$ cat src/rtl/mult_sched_if.sv
// rtl/mult_sched_if.sv - request/result bus of the two-port ternary multiplier scheduler
interface mult_sched_if #(
   parameter int LANES = 16,
   parameter int SUMW  = 6
);
   logic                 req0_valid;
   logic                 req0_ready;
   logic [2*LANES-1:0]   req0_a;
   logic [2*LANES-1:0]   req0_b;
   logic                 req1_valid;
   logic                 req1_ready;
   logic [2*LANES-1:0]   req1_a;
   logic [2*LANES-1:0]   req1_b;
   logic                 out_valid;
   logic                 out_ready;
   logic                 out_id;
   logic [2*LANES-1:0]   out_c;
   logic [SUMW-1:0]      out_sum;
   logic                 busy;

   modport master (
      output req0_valid, req0_a, req0_b,
      output req1_valid, req1_a, req1_b,
      output out_ready,
      input  req0_ready, req1_ready,
      input  out_valid, out_id, out_c, out_sum, busy
   );

   modport slave (
      input  req0_valid, req0_a, req0_b,
      input  req1_valid, req1_a, req1_b,
      input  out_ready,
      output req0_ready, req1_ready,
      output out_valid, out_id, out_c, out_sum, busy
   );
endinterface

$ cat src/rtl/mult_sched.sv
// rtl/mult_sched.sv - round-robin two-port scheduler feeding one ternary lane multiplier
module multiplier #(
   parameter int LANES = 16
) (
   input  logic [2*LANES-1:0] a,
   input  logic [2*LANES-1:0] b,
   output logic [2*LANES-1:0] c
);
   for (genvar i = 0; i < LANES; i++) begin : g_lane
      // sign is masked by magnitude so zero lanes always come out as 00
      assign c[2*i]   = a[2*i] & b[2*i];
      assign c[2*i+1] = (a[2*i+1] ^ b[2*i+1]) & a[2*i] & b[2*i];
   end
endmodule

module mult_sched #(
   parameter int LANES = 16,
   parameter int SUMW  = 6
) (
   input  logic      clk,
   input  logic      reset,
   mult_sched_if.slave bus
);
   logic               pri;
   logic               s1_valid;
   logic               s1_id;
   logic [2*LANES-1:0] s1_a;
   logic [2*LANES-1:0] s1_b;
   logic               out_valid_q;
   logic               out_id_q;
   logic [2*LANES-1:0] out_c_q;
   logic [SUMW-1:0]    out_sum_q;

   logic               adv1;
   logic               adv2;
   logic               ready0;
   logic               ready1;
   logic               fire0;
   logic               fire1;
   logic [2*LANES-1:0] prod;
   logic [SUMW-1:0]    lane_sum;

   assign adv2   = !out_valid_q || bus.out_ready;
   assign adv1   = !s1_valid || adv2;
   // readies depend only on the other port's valid, never on their own
   assign ready0 = adv1 && (!bus.req1_valid || !pri);
   assign ready1 = adv1 && (!bus.req0_valid || pri);
   assign fire0  = bus.req0_valid && ready0;
   assign fire1  = bus.req1_valid && ready1;

   multiplier #(.LANES(LANES)) u_mult (
      .a (s1_a),
      .b (s1_b),
      .c (prod)
   );

   always_comb begin
      lane_sum = '0;
      for (int i = 0; i < LANES; i++) begin
         if (prod[2*i]) begin
            if (prod[2*i+1]) lane_sum = lane_sum - SUMW'(1);
            else             lane_sum = lane_sum + SUMW'(1);
         end
      end
   end

   always_ff @(posedge clk or posedge reset) begin
      if (reset) begin
         pri      <= 1'b0;
         s1_valid <= 1'b0;
         s1_id    <= 1'b0;
         s1_a     <= '0;
         s1_b     <= '0;
      end else begin
         if (fire0)      pri <= 1'b1;
         else if (fire1) pri <= 1'b0;
         if (adv1) begin
            s1_valid <= fire0 || fire1;
            if (fire0) begin
               s1_a  <= bus.req0_a;
               s1_b  <= bus.req0_b;
               s1_id <= 1'b0;
            end else if (fire1) begin
               s1_a  <= bus.req1_a;
               s1_b  <= bus.req1_b;
               s1_id <= 1'b1;
            end
         end
      end
   end

   // payload only moves with a valid S1 entry so idle cycles keep the last result steady
   always_ff @(posedge clk or posedge reset) begin
      if (reset) begin
         out_valid_q <= 1'b0;
         out_id_q    <= 1'b0;
         out_c_q     <= '0;
         out_sum_q   <= '0;
      end else if (adv2) begin
         out_valid_q <= s1_valid;
         if (s1_valid) begin
            out_id_q  <= s1_id;
            out_c_q   <= prod;
            out_sum_q <= lane_sum;
         end
      end
   end

   assign bus.req0_ready = ready0;
   assign bus.req1_ready = ready1;
   assign bus.out_valid  = out_valid_q;
   assign bus.out_id     = out_id_q;
   assign bus.out_c      = out_c_q;
   assign bus.out_sum    = out_sum_q;
   assign bus.busy       = s1_valid || out_valid_q;
endmodule

$ cat src/flat_wrapper.sv
// flat-port wrapper written by rule: the top's interface ports become plain ports
module mult_sched_flat 
#(
   parameter int LANES = 16,
   parameter int SUMW  = 6
)
  (clk, reset, bus_req0_valid, bus_req0_a, bus_req0_b, bus_req1_valid, bus_req1_a, bus_req1_b, bus_out_ready, bus_req0_ready, bus_req1_ready, bus_out_valid, bus_out_id, bus_out_c, bus_out_sum, bus_busy);
  mult_sched_if #(.LANES(LANES), .SUMW(SUMW)) bus_i ();
  input  logic clk;
  input  logic reset;
  input wire logic [$bits(bus_i.req0_valid)-1:0] bus_req0_valid;
  input wire logic [$bits(bus_i.req0_a)-1:0] bus_req0_a;
  input wire logic [$bits(bus_i.req0_b)-1:0] bus_req0_b;
  input wire logic [$bits(bus_i.req1_valid)-1:0] bus_req1_valid;
  input wire logic [$bits(bus_i.req1_a)-1:0] bus_req1_a;
  input wire logic [$bits(bus_i.req1_b)-1:0] bus_req1_b;
  input wire logic [$bits(bus_i.out_ready)-1:0] bus_out_ready;
  output wire logic [$bits(bus_i.req0_ready)-1:0] bus_req0_ready;
  output wire logic [$bits(bus_i.req1_ready)-1:0] bus_req1_ready;
  output wire logic [$bits(bus_i.out_valid)-1:0] bus_out_valid;
  output wire logic [$bits(bus_i.out_id)-1:0] bus_out_id;
  output wire logic [$bits(bus_i.out_c)-1:0] bus_out_c;
  output wire logic [$bits(bus_i.out_sum)-1:0] bus_out_sum;
  output wire logic [$bits(bus_i.busy)-1:0] bus_busy;
  assign bus_i.req0_valid = bus_req0_valid;
  assign bus_i.req0_a = bus_req0_a;
  assign bus_i.req0_b = bus_req0_b;
  assign bus_i.req1_valid = bus_req1_valid;
  assign bus_i.req1_a = bus_req1_a;
  assign bus_i.req1_b = bus_req1_b;
  assign bus_i.out_ready = bus_out_ready;
  assign bus_req0_ready = bus_i.req0_ready;
  assign bus_req1_ready = bus_i.req1_ready;
  assign bus_out_valid = bus_i.out_valid;
  assign bus_out_id = bus_i.out_id;
  assign bus_out_c = bus_i.out_c;
  assign bus_out_sum = bus_i.out_sum;
  assign bus_busy = bus_i.busy;
  mult_sched #(.LANES(LANES), .SUMW(SUMW)) u_core (.clk(clk), .reset(reset), .bus(bus_i));
endmodule
$ cat config.mk
export PLATFORM = sky130hd
export DESIGN_NAME = mult_sched_flat
export DESIGN_NICKNAME = d
export VERILOG_FILES = /design/src/rtl/mult_sched_if.sv /design/src/rtl/mult_sched.sv /design/src/flat_wrapper.sv
export SDC_FILE = /design/constraint.sdc
export NUM_CORES = 1
export LEC_CHECK = 0
export CAP_MARGIN = 20
export CORE_UTILIZATION = 39
export CTS_BUF_LIST = sky130_fd_sc_hd__clkbuf_16
export DETAILED_ROUTE_END_ITERATION = 12
export PLACE_DENSITY = 0.68
export SYNTH_ARGS = -nofsm -noshare
export SYNTH_HDL_FRONTEND = slang
export SYNTH_SLANG_ARGS = --single-unit
$ cat constraint.sdc
create_clock -name clk -period 35.1 [get_ports clk]
set_input_delay 10.53 -clock clk [delete_from_list [all_inputs] [get_ports clk]]
set_output_delay 10.53 -clock clk [all_outputs]
set_load 0.01 [all_outputs]
---- Word-level counts from Yosys, hierarchy flattened ----
Index checks and enable logic that the tools add are counted.
storage, ports and cells
  register bits ........................... 107
  bits of input ports ..................... 133
  output and inout bits ................... 43
  logic and storage cells ................. 161
operators by class
  add/subtract/negate cells ............... 30
  multiplexer cells ....................... 40
  bitwise gates (word level) .............. 64
  reductions and logical operators ........ 18
operators by type and width
  cell                                                                count
  6-bit 2-to-1 mux                                                    32
  32-bit 2-to-1 mux                                                   4
  6-bit by 1-bit adder with 6-bit output, second input constant       15
  6-bit by 1-bit subtractor with 6-bit output, second input constant  15
  1-bit AND                                                           48
  1-bit XOR                                                           16
  1-bit logical OR                                                    6
  1-bit logical NOT                                                   5
  1-bit logical AND                                                   4
  1-bit 2-to-1 mux                                                    4
  2-bit AND reduction                                                 2
  2-bit nonzero test                                                  1

---- Logic depth before layout (Yosys ltp) ----
Gate-level depths: netlist of the first run.
  depth after elaboration ................. 50
  depth in mapped cells ................... 75
  mapped depth without buffers ............ 75

---- Cells and area by module ----
From an unflattened synthesis of the first run, not the netlist that was laid out.
second synthesis, totals
  cells, all modules ...................... 961
  area total of the unflattened synthesis .. 8,679.6 um2
modules (own cells, without submodules)
  module      times used  cells each  area each (um2)  seq. area each (um2)
  mult_sched  1           913         8,339.2          2,677.6
  multiplier  1           48          340.3            0.0

---- Worst setup path before layout of the first run ----
Ideal clock, no wire load.
  path kind ............................... input -> output
  start point ............................. input bus_out_ready
  end point ............................... output bus_req1_ready
  arrival ................................. 10,978 ps
  required time ........................... 24,570 ps
  path slack .............................. 13,592 ps
  stages .................................. 3
  path buffers ............................ 0
  cells stage by stage .................... nand2b_1 nor2_1 a21oi_1
between the ends
  longest elaborated chain between the ends .. 3
ends and longest elaborated chain
  what                RTL line            RTL
  start: declaration  flat_wrapper.sv:17  input wire logic [$bits(bus_i.out_ready)-1:0] bus_out_ready;
  1-bit logical OR    mult_sched.sv:43    assign adv2 = !out_valid_q || bus.out_ready;
  1-bit logical OR    mult_sched.sv:44    assign adv1 = !s1_valid || adv2;
  1-bit logical AND   mult_sched.sv:47    assign ready1 = adv1 && (!bus.req0_valid || pri);
  end: declaration    flat_wrapper.sv:19  output wire logic [$bits(bus_i.req1_ready)-1:0] bus_req1_ready;
No other way between the ends.

---- Worst setup path after layout of the first run ----
  start point ............................. input bus_out_ready
  end point ............................... output bus_req0_ready
between the ends
  longest elaborated chain between the ends .. 3
ends and longest elaborated chain
  what               RTL line            RTL
  1-bit logical OR   mult_sched.sv:43
  1-bit logical OR   mult_sched.sv:44
  1-bit logical AND  mult_sched.sv:46    assign ready0 = adv1 && (!bus.req1_valid || !pri);
  end: declaration   flat_wrapper.sv:18  output wire logic [$bits(bus_i.req0_ready)-1:0] bus_req0_ready;
No other way between the ends.

==> impl_metrics.prom, run 1 <==
# TYPE chip_impl_metric gauge
chip_impl_metric{name="avgSynthCellArea",unit="sq um"} 8.811
chip_impl_metric{name="filler_cell_count",unit=""} 2105
chip_impl_metric{name="grt_remaining_overflow",unit=""} 0
chip_impl_metric{name="timing.hold.worst_path_depth",unit=""} 2
chip_impl_metric{name="die_w",unit="um"} 150.7
chip_impl_metric{name="grt_pass1_vias",unit=""} 6996
chip_impl_metric{name="post_drt_wl_per_cell",unit="um"} 14.90
chip_impl_metric{name="proportion_of_power_drawn_by_flip_flops_and_latches",unit=""} 0.201
chip_impl_metric{name="yosysSeqAreaShare",unit=""} 0.3104
chip_impl_metric{name="area_delta_synth_final",unit="%"} 26.97
chip_impl_metric{name="diodes",unit=""} 0
chip_impl_metric{name="clock_network_latency_to_the_later_pin_of_the_worst_skew_pair",unit="ns"} 0.36
chip_impl_metric{name="skew",unit="ns"} 0.008876
chip_impl_metric{name="drc_errors",unit=""} 0
chip_impl_metric{name="async_reset_ff_frac",unit=""} 1.000
chip_impl_metric{name="number_of_instances_resized_during_post_cts_repair",unit=""} 0
chip_impl_metric{name="final-max-slew-violation-count",unit=""} 0
chip_impl_metric{name="dieHeight",unit="um"} 150.7
chip_impl_info{name="tritoncts",value="built"} 1
chip_impl_metric{name="vias",unit=""} 7455
chip_impl_info{name="worst_r2r_endpoint",value="u_core.bus.out_sum[5]"} 1
chip_impl_metric{name="yosys_register_bits",unit=""} 107
chip_impl_metric{name="critical_path_arrival",unit="ns"} 12.09
chip_impl_metric{name="mappedNetlistNets",unit=""} 1185
chip_impl_info{name="outcome",value="completed"} 1
chip_impl_info{name="cts_root_buf",value="clkbuf_16"} 1
chip_impl_info{name="worst_setup_ep_type",value="output port"} 1
chip_impl_metric{name="max_slew_headroom",unit=""} 0.3353
chip_impl_metric{name="final_layout_size_suffix_gt1_frac",unit=""} 0.04405
chip_impl_metric{name="viasPerCell",unit=""} 5.269
chip_impl_metric{name="worstPathMaxFanout",unit=""} 5
chip_impl_info{name="min_delay_worst_endpoint",value="u_core.bus.out_c[9]"} 1
chip_impl_metric{name="power.share.combinational",unit=""} 0.670
chip_impl_metric{name="cts.reportedPaths.clkPinSlew",unit="ns"} 0.08
chip_impl_metric{name="placed_cell_area",unit="sq um"} 10630
chip_impl_metric{name="vdd_ir_drop_max",unit="uV"} 37.30
chip_impl_metric{name="cap_viol_max_count",unit=""} 0
chip_impl_info{name="critical_path.reg2reg.startpoint",value="u_core.s1_b[3]"} 1
chip_impl_metric{name="netSwitchingPower",unit="W"} 0.0003494
chip_impl_metric{name="number_of_flops_mapped_to_enable_cells_by_yosys",unit=""} 0
chip_impl_metric{name="final_net_count",unit=""} 1336
chip_impl_metric{name="cts-root-to-sink-buffers",unit=""} 2
chip_impl_info{name="yosys_most_used_dff",value="dfrtp_1"} 1
chip_impl_metric{name="drtPass1Iterations",unit=""} 5
chip_impl_metric{name="worst_slew_pin_slew",unit="ns"} 0.9935
chip_impl_info{name="hp-class",value="reg2reg"} 1
chip_impl_metric{name="setup_tns",unit="ns"} 0
chip_impl_metric{name="period_share",unit=""} 0.6445
chip_impl_info{name="timing.setup.critical_path_class",value="in2out"} 1
chip_impl_metric{name="netSwitchingFraction",unit=""} 0.4396
chip_impl_metric{name="grt_start_max_net_pins",unit=""} 128
chip_impl_metric{name="core",unit="sq um"} 21760
chip_impl_metric{name="detail_route.iter0.violations",unit=""} 401
chip_impl_metric{name="grt_util_all_layers",unit=""} 0.1913
chip_impl_metric{name="preCtsSetupSlack",unit="ns"} 12.46
chip_impl_metric{name="power.static_leakage",unit="nW"} 5.210
chip_impl_metric{name="hold_violations",unit=""} 0
chip_impl_metric{name="clock_sink_count",unit=""} 107
chip_impl_metric{name="finalCriticalPeriod",unit="ns"} 22.62
chip_impl_metric{name="synth.cell_area",unit="sq um"} 8626
chip_impl_metric{name="maxClockFrequency",unit="MHz"} 44.21
chip_impl_metric{name="fp-row-count",unit=""} 54
chip_impl_metric{name="place.detailed.hpwl",unit="mm"} 16.24
chip_impl_metric{name="r2r_setup_slack",unit="ns"} 19.45
chip_impl_metric{name="port_buffers",unit=""} 175
chip_impl_metric{name="maximum_level_of_the_cts_h_tree",unit=""} 3
chip_impl_metric{name="post_cts.repair.setup_buffers",unit=""} 0
chip_impl_metric{name="number_of_buffers_added_by_the_clock_tree_synthesis_step",unit=""} 9
chip_impl_metric{name="final_antenna_net_count",unit=""} 0
chip_impl_metric{name="power.clock.fraction",unit=""} 0.129
chip_impl_metric{name="power_density",unit="nW/um^2"} 72.58
chip_impl_metric{name="first_pass_grt_wire_length",unit="mm"} 34.24
chip_impl_info{name="worst_hold_startpoint",value="u_core.bus.out_c[9]"} 1
chip_impl_metric{name="die_area",unit="sq um"} 22720
chip_impl_metric{name="finalWirelength",unit="mm"} 21.08
chip_impl_metric{name="synth.yosys.warnings",unit=""} 0
chip_impl_metric{name="setup-violations-final",unit=""} 0
chip_impl_metric{name="finalWorstSetupSlack",unit="ns"} 12.48
chip_impl_metric{name="syn-instance-count",unit=""} 979
chip_impl_metric{name="numPlacedInstances",unit=""} 1398
chip_impl_metric{name="io_pins",unit=""} 176
chip_impl_metric{name="power_report.internal_total",unit="W"} 0.0004455
chip_impl_metric{name="stdcell_count",unit=""} 1415
chip_impl_metric{name="hold_buffers",unit=""} 0
chip_impl_metric{name="worst-endpoint-required",unit="ns"} 24.57
chip_impl_metric{name="ff2ff_path_depth",unit=""} 73
chip_impl_metric{name="layout.cell_area.non_filler",unit="sq um"} 10950
chip_impl_metric{name="grt_antenna_before_repair",unit=""} 0
chip_impl_metric{name="gp_routability_congestion",unit=""} 0.8440
chip_impl_metric{name="ys_types",unit=""} 60
chip_impl_info{name="critPathLaunchType",value="primary input"} 1
chip_impl_info{name="grt_setup_unrepaired",value="no"} 1
chip_impl_metric{name="starting_density_of_the_core",unit=""} 0.3965
## logic make-up (layout without fill, tap and decap cells)
group | after synthesis | count (layout) | synth area share
AND/OR/NAND/NOR | 320 | 320 | 0.1661
AO/OA/AOI/OAI | 252 | 252 | 0.1762
flip-flops | 107 | 107 | 0.3104
XOR/XNOR | 85 | 85 | 0.1057
multiplexers | 79 | 79 | 0.09298
adder cells (fa/ha/maj) | 73 | 73 | 0.1207
buffers and inverters | 63 | 219 | 0.02785
## per-stage QoR
step | hold slack (ns) | util | total power [W]
after floorplan | 0.4391 | - | 0.0005665
after global placement | 0.4593 | 0.4886 | 0.0006790
after detailed placement | 0.4621 | 0.4886 | 0.0006922
after CTS | 0.4818 | 0.5021 | 0.0008003
after global routing | 0.5007 | 0.5034 | 0.0008670
final | 0.4765 | 0.5034 | 0.0007949
## synth_stat cells (2+ instances only)
cell        n  area [sq um]
nand2_1   173         649.4
o21ai_0   108         540.5
dfrtp_1   107          2678
mux2i_1    70         700.7
ha_1       56         700.7
nor2_1     51         191.4
a21oi_1    50         250.2
xnor2_1    44         385.4
clkbuf_1   38         142.6
xor2_1     28         245.2
and2_1     27         168.9
a21o_1     22         165.2
inv_1      22         82.58
nand3_1    20         100.1
fa_1       17         340.3
a31oi_1    14         87.58
a311oi_1    9         78.83
mux2_2      9         101.4
nand4_1     9         56.30
a211oi_1    7         52.55
nand2b_1    7         43.79
o21a_1      7         52.55
xnor3_1     7         157.7
a211o_1     5         43.79
and3_1      5         31.28
or2_2       5         31.28
nor3_1      4         20.02
nor4_1      4         25.02
o311ai_0    4         35.03
or3_1       4         25.02
o211ai_1    3         22.52
o31ai_1     3         22.52
o41ai_1     3         26.28
or4_1       3         22.52
xnor2_2     3         48.80
a31o_2      2         17.52
buf_2       2         10.01
o21ai_1     2         10.01
o21bai_1    2         15.01
or2b_1      2         15.01
xnor3_2     2         47.55
## worst max-delay path by stage
stage | start | end | slack [ns] | depth (start not counted)
floorplan | bus_out_ready | bus_req1_ready | 13.59 | 3
global placement | bus_out_ready | bus_req0_ready | 12.48 | 5
detailed placement | bus_out_ready | bus_req0_ready | 12.46 | 5
CTS | bus_out_ready | bus_req0_ready | 12.46 | 5
global route | bus_out_ready | bus_req0_ready | 12.37 | 5
finish | bus_out_ready | bus_req0_ready | 12.48 | 5
## cell usage in the layout (no fill, tap or decap), types with 5 or more instances in the layout
cell type / count
or2_2: 5
o21ai_0: 107
fa_1: 17
mux2i_1: 70
a31oi_1: 14
nand3_1: 20
inv_1: 22
xnor2_1: 44
nand2_1: 171
nand4_1: 9
mux2_2: 9
a21o_1: 22
a21oi_1: 50
xnor3_1: 7
o21a_1: 7
clkbuf_16: 9
xor2_1: 28
ha_1: 56
a211o_1: 5
nand2b_1: 7
and2_1: 27
a311oi_1: 9
and3_1: 5
a211oi_1: 7
nor2_1: 51
clkdlybuf4s50_1: 175
dfrtp_1: 107
## layer usage
metal / global-route usage / up-vias / part of all wire
met5: 0 / - / 0
met1: 0.2672 / 3486 / 0.48
met4: 0.04700 / 0 / 0.014
li1: - / 3771 / -
met3: 0.03758 / 21 / 0.059
met2: 0.3021 / 177 / 0.45
## worst max-delay path: stages
cell,delay [ns]
clkdlybuf4s50_1,0.44
nand2b_1,0.17
nor2_1,0.09
a21oi_1,0.26
clkdlybuf4s50_1,0.60
## layout make-up
type	count	area, sq um	area share
multi-input combinational	809	5729	0.5231
inverter	23	90.09	0.008226
timing repair buffer	180	1809	0.1652
sequential	107	2678	0.2445
clock buffer	9	225.2	0.02056
tap	280	350.3	0.03199
clock inverter	7	70.07	0.006398
## flip-flops by register name, indices dropped and copies added (netlist names)
| register | flops |
|---|---|
| u_core.bus.out_c | 32 |
| u_core.s1_a | 32 |
| u_core.s1_b | 32 |
| u_core.bus.out_sum | 6 |
| u_core.bus.out_id | 1 |
| u_core.bus.out_valid | 1 |
| u_core.pri | 1 |
| u_core.s1_id | 1 |
| u_core.s1_valid | 1 |
## power groups by stage
stage | Combinational [W] | Sequential [W] | Clock (W)
floorplan | 0.000403 | 0.000163 | 0
global placement | 0.000517 | 0.000162 | 0
detailed placement | 0.000530 | 0.000162 | 0
CTS | 0.000534 | 0.000160 | 0.000106
global route | 0.000594 | 0.000163 | 0.000111
finish | 0.000532 | 0.000160 | 0.000103
No activity file was read; power rests on OpenSTA's default activity.
==> run 2: changes to the inputs <==
- PLACE_DENSITY: 0.68 -> 0.71
- clock period: 35.1 -> 18.3 ns (I/O delays scaled with it)
==> run 2 against run 1 <==
  * First-iteration DRC count up 10%
  * Die area unchanged
  * Critical path depth is 67 higher
  * Cell count is essentially flat
  * Power rose by 92%
  * Global-route usage grew 0.19 points
  * Clock power rose by 86%
  * Flip-flop and latch count is the same
  * Critical endpoint is now u_core.bus.out_sum[5]
  * Via count rose by 0.11%
  * Setup slack worse by 9.5 ns
  * Highest routed layer unchanged
==> impl_metrics.prom, run 2 (synthesis gave the netlist of run 1 again) <==
# TYPE chip_impl_metric gauge
chip_impl_metric{name="diodes",unit=""} 0
chip_impl_info{name="grt_setup_unrepaired",value="no"} 1
chip_impl_metric{name="first_pass_grt_wire_length",unit="mm"} 34.73
chip_impl_info{name="critPathMostFrequentCell",value="ha_1"} 1
chip_impl_metric{name="cts.reportedPaths.clkPinSlew",unit="ns"} 0.08
chip_impl_metric{name="detail_route.iter0.violations",unit=""} 441
chip_impl_info{name="critPathSlowestCell",value="a2111oi_0"} 1
chip_impl_metric{name="io_pins",unit=""} 176
chip_impl_metric{name="netSwitchingFraction",unit=""} 0.4473
chip_impl_metric{name="final_layout_size_suffix_gt1_frac",unit=""} 0.04497
chip_impl_metric{name="grt_antenna_before_repair",unit=""} 0
chip_impl_metric{name="placed_cell_area",unit="sq um"} 10620
chip_impl_metric{name="vias",unit=""} 7463
chip_impl_metric{name="grt_start_max_net_pins",unit=""} 86
chip_impl_metric{name="netSwitchingPower",unit="W"} 0.0006826
chip_impl_metric{name="setup-violations-final",unit=""} 0
chip_impl_metric{name="grt_remaining_overflow",unit=""} 0
chip_impl_metric{name="timing.hold.worst_path_depth",unit=""} 2
chip_impl_metric{name="critical_path_arrival",unit="ns"} 15.55
chip_impl_metric{name="finalWirelength",unit="mm"} 21.52
chip_impl_metric{name="grtUsageMet3",unit=""} 0.03273
chip_impl_metric{name="drc_errors",unit=""} 0
chip_impl_info{name="layout_commonest_cell",value="clkdlybuf4s50_1"} 1
chip_impl_metric{name="area_delta_synth_final",unit="%"} 26.75
chip_impl_metric{name="final-max-slew-violation-count",unit=""} 0
chip_impl_metric{name="dieHeight",unit="um"} 150.7
chip_impl_metric{name="worstPathMaxFanout",unit=""} 5
chip_impl_metric{name="period_share",unit=""} 0.8350
chip_impl_metric{name="clock_sink_count",unit=""} 107
chip_impl_metric{name="worst-endpoint-required",unit="ns"} 18.57
chip_impl_metric{name="finalCriticalPeriod",unit="ns"} 15.28
chip_impl_metric{name="gp_routability_congestion",unit=""} 0.9002
chip_impl_metric{name="power.clock.fraction",unit=""} 0.126
chip_impl_metric{name="skew",unit="ns"} 0.009542
chip_impl_metric{name="die_w",unit="um"} 150.7
chip_impl_metric{name="met1_use_gr",unit=""} 0.2689
chip_impl_info{name="worst_setup_ep_type",value="flop"} 1
chip_impl_metric{name="clock_network_latency_to_the_later_pin_of_the_worst_skew_pair",unit="ns"} 0.35
chip_impl_metric{name="hold_violations",unit=""} 0
chip_impl_metric{name="maximum_level_of_the_cts_h_tree",unit=""} 3
chip_impl_metric{name="ff2ff_path_depth",unit=""} 72
chip_impl_metric{name="power_report.internal_total",unit="W"} 0.0008435
chip_impl_metric{name="filler_cell_count",unit=""} 2097
chip_impl_info{name="critPathLaunchType",value="flop"} 1
chip_impl_metric{name="max_slew_headroom",unit=""} 0.3276
chip_impl_metric{name="grtUsageMet2",unit=""} 0.3165
chip_impl_metric{name="layout.cell_area.non_filler",unit="sq um"} 10930
chip_impl_metric{name="grt_util_all_layers",unit=""} 0.1931
chip_impl_metric{name="post_drt_wl_per_cell",unit="um"} 15.22
chip_impl_metric{name="vdd_ir_drop_max",unit="uV"} 72.31
chip_impl_metric{name="cap_viol_max_count",unit=""} 0
chip_impl_info{name="most_used_cells_in_the_layout_excluding_fill_and_tap_cells",value="clkdlybuf4s50_1 (175), nand2_1 (171), o21ai_0 (107), dfrtp_1 (107), mux2i_1 (70)"} 1
chip_impl_info{name="outcome",value="completed"} 1
chip_impl_metric{name="cp_peak_stage_delay",unit="ns"} 0.59
chip_impl_metric{name="setup_tns",unit="ns"} 0
chip_impl_metric{name="power.share.combinational",unit=""} 0.673
chip_impl_metric{name="stdcell_count",unit=""} 1414
chip_impl_metric{name="post_cts.repair.setup_buffers",unit=""} 0
chip_impl_metric{name="power_density",unit="nW/um^2"} 139.6
chip_impl_info{name="tritoncts",value="built"} 1
chip_impl_info{name="timing.setup.critical_path_class",value="reg2reg"} 1
chip_impl_metric{name="starting_density_of_the_core",unit=""} 0.3965
chip_impl_info{name="cts_root_buf",value="clkbuf_16"} 1
chip_impl_metric{name="fp-row-count",unit=""} 54
chip_impl_metric{name="die_area",unit="sq um"} 22720
chip_impl_metric{name="drtPass1Iterations",unit=""} 5
chip_impl_metric{name="cts-root-to-sink-buffers",unit=""} 2
chip_impl_metric{name="numPlacedInstances",unit=""} 1397
chip_impl_metric{name="final_net_count",unit=""} 1335
chip_impl_info{name="hp-class",value="reg2reg"} 1
chip_impl_metric{name="port_buffers",unit=""} 175
chip_impl_metric{name="maxClockFrequency",unit="MHz"} 65.44
chip_impl_metric{name="core",unit="sq um"} 21760
chip_impl_metric{name="grt_pass1_vias",unit=""} 7035
chip_impl_metric{name="worst_slew_pin_slew",unit="ns"} 1.005
chip_impl_metric{name="number_of_buffers_added_by_the_clock_tree_synthesis_step",unit=""} 9
chip_impl_metric{name="proportion_of_power_drawn_by_flip_flops_and_latches",unit=""} 0.201
chip_impl_metric{name="place.detailed.hpwl",unit="mm"} 16.64
chip_impl_metric{name="viasPerCell",unit=""} 5.278
chip_impl_metric{name="hold_buffers",unit=""} 0
chip_impl_metric{name="number_of_instances_resized_during_post_cts_repair",unit=""} 0
chip_impl_metric{name="final_antenna_net_count",unit=""} 0
chip_impl_metric{name="power.static_leakage",unit="nW"} 5.205
chip_impl_info{name="grt.busiest_layer",value="met2"} 1
-- run 2: through the flow --
step                      setup slack [ns]  hold WS (ns)  utilization  total power, W
after floorplan                      4.541        0.4391            -        0.001087
after global placement               3.658        0.4604       0.4882        0.001303
after detailed placement             3.170        0.4683       0.4882        0.001327
after CTS                            3.138        0.4885       0.5013        0.001528
after global routing                 1.679        0.5166       0.5025        0.001663
final                                3.020        0.4841       0.5025        0.001526
-- run 2: area by class of cell --
class                   instances  area [sq um]  share of cell area
multi-input cells             809          5729              0.5240
flip-flops and latches        107          2678              0.2449
repair buffers                179          1802              0.1648
well taps                     280         350.3             0.03204
clock buffers                   9         225.2             0.02060
inverters                      23         90.09            0.008240
clock inverters                 7         58.81            0.005379
-- run 2: path summary, 6_finish.rpt --
check	start	slack, ns	endpoint
setup / recovery	u_core.s1_b[1]	3.02	u_core.bus.out_sum[5]
hold / removal	u_core.bus.out_c[9]	0.48	u_core.bus.out_c[9]
setup reg to reg	u_core.s1_b[1]	3.02	u_core.bus.out_sum[5]
hold reg to reg	u_core.bus.out_c[9]	0.48	u_core.bus.out_c[9]
max in group asynchronous	reset	11.56	u_core.s1_a[14]
min in group asynchronous	reset	5.57	u_core.s1_a[29]
-- run 2: critical path, delay by kind of cell (launching register included) --
family,cells,cell delay [ns]
fa+ha+maj,15,5.33
compound gates,20,3.98
simple gates,25,3.23
xor+xnor,10,2.10
flops,1,0.39
buf+inv,2,0.15
-- run 2: power by group through the flow --
stage / combinational [W] / sequential, W / clock, W
after floorplan: 0.000774 / 0.000313 / 0
final: 0.00103 / 0.000307 / 0.000192
after CTS: 0.00102 / 0.000307 / 0.000198
after detailed placement: 0.00102 / 0.000312 / 0
after global placement: 0.000993 / 0.000310 / 0
after global routing: 0.00114 / 0.000313 / 0.000208
-- run 2: routing by layer --
metal | up-vias | wire length, um
met2 | 192 | 9826
li1 | 3766 | -
met5 | - | 0
met1 | 3492 | 10430
met3 | 13 | 1111
met4 | 0 | 155
==> run 3: changes to the inputs <==
- PLACE_DENSITY: 0.71 -> 0.68
- clock period: 18.3 -> 14.24 ns (I/O delays scaled with it)
==> run 3 against run 2 <==
  * Worst hold slack lost 0.0019 ns
  * Core utilization grew 2.4 points
  * Fmax grew 12%
  * First-iteration DRC count shrank 19%
  * Global-route usage grew 0.19 points
  * Wire length grew 2.6%
  * Critical path type unchanged
  * Largest cell class unchanged
  * Largest power group unchanged
==> impl_metrics.prom, run 3 (synthesis gave the netlist of run 1 again) <==
# TYPE chip_impl_metric gauge
chip_impl_info{name="outcome",value="completed"} 1
chip_impl_metric{name="cap_viol_max_count",unit=""} 0
chip_impl_metric{name="numPlacedInstances",unit=""} 1413
chip_impl_metric{name="final_antenna_net_count",unit=""} 0
chip_impl_metric{name="power.static_leakage",unit="nW"} 5.338
chip_impl_metric{name="finalWirelength",unit="mm"} 22.09
chip_impl_metric{name="final_net_count",unit=""} 1361
chip_impl_metric{name="critical_path_arrival",unit="ns"} 13.90
chip_impl_metric{name="maxClockFrequency",unit="MHz"} 73.42
chip_impl_metric{name="port_buffers",unit=""} 175
chip_impl_metric{name="grt_pass1_vias",unit=""} 7212
chip_impl_metric{name="area_delta_synth_final",unit="%"} 32.74
chip_impl_metric{name="routed_metal_1_wire_length",unit="mm"} 10.32
chip_impl_metric{name="clock_network_latency_to_the_later_pin_of_the_worst_skew_pair",unit="ns"} 0.36
chip_impl_metric{name="final-max-slew-violation-count",unit=""} 0
chip_impl_metric{name="io_pins",unit=""} 176
chip_impl_metric{name="grt_util_all_layers",unit=""} 0.1951
chip_impl_metric{name="viasPerCell",unit=""} 5.243
chip_impl_info{name="layout_commonest_cell",value="clkdlybuf4s50_1"} 1
chip_impl_info{name="worst_setup_ep_type",value="flop"} 1
chip_impl_info{name="timing.critical_path.max_delay_family",value="adder cells"} 1
chip_impl_metric{name="route.met3.wl",unit="mm"} 1.142
chip_impl_info{name="hp-class",value="reg2reg"} 1
chip_impl_metric{name="detail_route.iter0.violations",unit=""} 358
chip_impl_metric{name="clock_sink_count",unit=""} 107
chip_impl_metric{name="die_w",unit="um"} 150.7
chip_impl_metric{name="grt_remaining_overflow",unit=""} 0
chip_impl_metric{name="post_drt_wl_per_cell",unit="um"} 15.34
chip_impl_info{name="timing.setup.critical_path_class",value="reg2reg"} 1
chip_impl_metric{name="max_slew_headroom",unit=""} 0.3573
chip_impl_info{name="most_used_cells_in_the_layout_excluding_fill_and_tap_cells",value="clkdlybuf4s50_1 (175), nand2_1 (167), dfrtp_1 (107)"} 1
chip_impl_metric{name="multi_input_area",unit="sq um"} 6070
chip_impl_metric{name="gp_routability_congestion",unit=""} 0.8867
chip_impl_metric{name="setup_tns",unit="ns"} 0
chip_impl_metric{name="setup-violations-final",unit=""} 0
chip_impl_metric{name="starting_density_of_the_core",unit=""} 0.3965
chip_impl_metric{name="number_of_buffers_added_by_the_clock_tree_synthesis_step",unit=""} 9
chip_impl_metric{name="filler_cell_count",unit=""} 2035
chip_impl_info{name="tritoncts",value="built"} 1
chip_impl_metric{name="layout.cell_area.non_filler",unit="sq um"} 11450
chip_impl_metric{name="worstPathMaxFanout",unit=""} 5
chip_impl_metric{name="cts-root-to-sink-buffers",unit=""} 2
chip_impl_metric{name="grt_start_max_net_pins",unit=""} 96
chip_impl_metric{name="length_of_routed_met2_wiring",unit="mm"} 10.42
chip_impl_metric{name="finalCriticalPeriod",unit="ns"} 13.62
chip_impl_metric{name="placed_cell_area",unit="sq um"} 10740
chip_impl_metric{name="worst_slew_pin_slew",unit="ns"} 0.9606
chip_impl_metric{name="vdd_ir_drop_max",unit="uV"} 103.6
chip_impl_metric{name="skew",unit="ns"} 0.01020
chip_impl_metric{name="final_layout_size_suffix_gt1_frac",unit=""} 0.1121
chip_impl_metric{name="maximum_level_of_the_cts_h_tree",unit=""} 3
chip_impl_metric{name="cp_peak_stage_delay",unit="ns"} 0.53
chip_impl_info{name="critPathMostFrequentCell",value="ha_4"} 1
chip_impl_metric{name="power_density",unit="nW/um^2"} 187.1
chip_impl_metric{name="core",unit="sq um"} 21760
chip_impl_info{name="critPathSlowestCell",value="fa_1"} 1
chip_impl_metric{name="cts.reportedPaths.clkPinSlew",unit="ns"} 0.08
chip_impl_metric{name="buffers_and_inverters_on_the_worst_path",unit=""} 3
chip_impl_metric{name="grt_antenna_before_repair",unit=""} 0
chip_impl_metric{name="stdcell_count",unit=""} 1440
chip_impl_metric{name="die_area",unit="sq um"} 22720
chip_impl_metric{name="worst-endpoint-required",unit="ns"} 14.52
chip_impl_metric{name="first_pass_grt_wire_length",unit="mm"} 35.05
chip_impl_metric{name="diodes",unit=""} 0
chip_impl_metric{name="hold_violations",unit=""} 0
chip_impl_metric{name="period_share",unit=""} 0.9565
chip_impl_info{name="cts_root_buf",value="clkbuf_16"} 1
chip_impl_info{name="critPathLaunchType",value="flop"} 1
chip_impl_metric{name="place.detailed.hpwl",unit="mm"} 16.66
chip_impl_info{name="route.top_layer_used",value="met4"} 1
chip_impl_metric{name="fp-row-count",unit=""} 54
chip_impl_metric{name="drc_errors",unit=""} 0
chip_impl_metric{name="vias",unit=""} 7550
chip_impl_metric{name="dieHeight",unit="um"} 150.7
chip_impl_metric{name="post-route-util",unit=""} 0.5263
chip_impl_metric{name="seqCellArea",unit="sq um"} 2678
chip_impl_metric{name="totalPowerFinal",unit="W"} 0.002142
chip_impl_metric{name="drtPass1Iterations",unit=""} 5
[run 3: cell count changes in the layout (fill, tap and decap cells not counted), moves of 4 or more]
cell,delta
a21oi_2,+4
nand2_1,-4
nand2_2,+4
nor2_1,-4
ha_2,+4
buf_4,+27
ha_4,+12
ha_1,-16
nor2_2,+4
a21oi_1,-4
[run 3: final cells by class]
cell class / instances / share of cell area
Sequential cell: 107 / 0.2339
Multi-Input combinational cell: 809 / 0.5301
Clock inverter: 7 / 0.005245
Inverter: 23 / 0.007868
Timing Repair Buffer: 205 / 0.1727
Tap cell: 280 / 0.03060
Clock buffer: 9 / 0.01967
[run 3: final timing paths]
kind | from | end | slack [ns] | cells past startpoint
max in group asynchronous | reset | u_core.s1_a[14] | 8.73 | 3
min reg2reg | u_core.s1_id | u_core.bus.out_id | 0.48 | 2
max | u_core.s1_b[3] | u_core.bus.out_sum[5] | 0.62 | 70
max reg2reg | u_core.s1_b[3] | u_core.bus.out_sum[5] | 0.62 | 70
min | u_core.s1_id | u_core.bus.out_id | 0.48 | 2
min in group asynchronous | reset | u_core.s1_a[30] | 4.33 | 2
[run 3: report_power, final]
part	leakage [nW]	internal (W)	switching [W]
clock network	0.142	0.000122	0.000126
registers	1.34	0.000358	0.0000356
logic	3.86	0.000717	0.000783
total	5.34	0.00120	0.000945
[run 3: worst min-delay path, stage by stage, from the launching register on]
cell and delay (ns):
dfrtp_1 0.35, nand2_1 0.05, nand2_1 0.05
[run 3: metrics by stage]
step / hold slack (ns) / setup slack, ns
2_1_floorplan: 0.4391 / 0.4813
3_3_place_gp: 0.4589 / 0.1723
3_5_place_dp: 0.4576 / -0.2880
4_1_cts: 0.4866 / 0.01071
5_1_grt: 0.5095 / -0.1493
6_report: 0.4822 / 0.6192
[run 3: metal layers]
metal	track usage	vias up
met5	0	-
met4	0.04300	0
met3	0.03364	22
met2	0.3291	208
met1	0.2599	3513
li1	-	3807
[run 3: what timing repair did]
| item | 4_1_cts | 5_1_grt |
|---|---|---|
| pin swaps | 5 | 32 |
| resized for setup | 11 | 51 |
| buffers inserted | 2 | 9 |
| hold buffers | 0 | 0 |
| setup endpoints to repair | 1 | 3 |
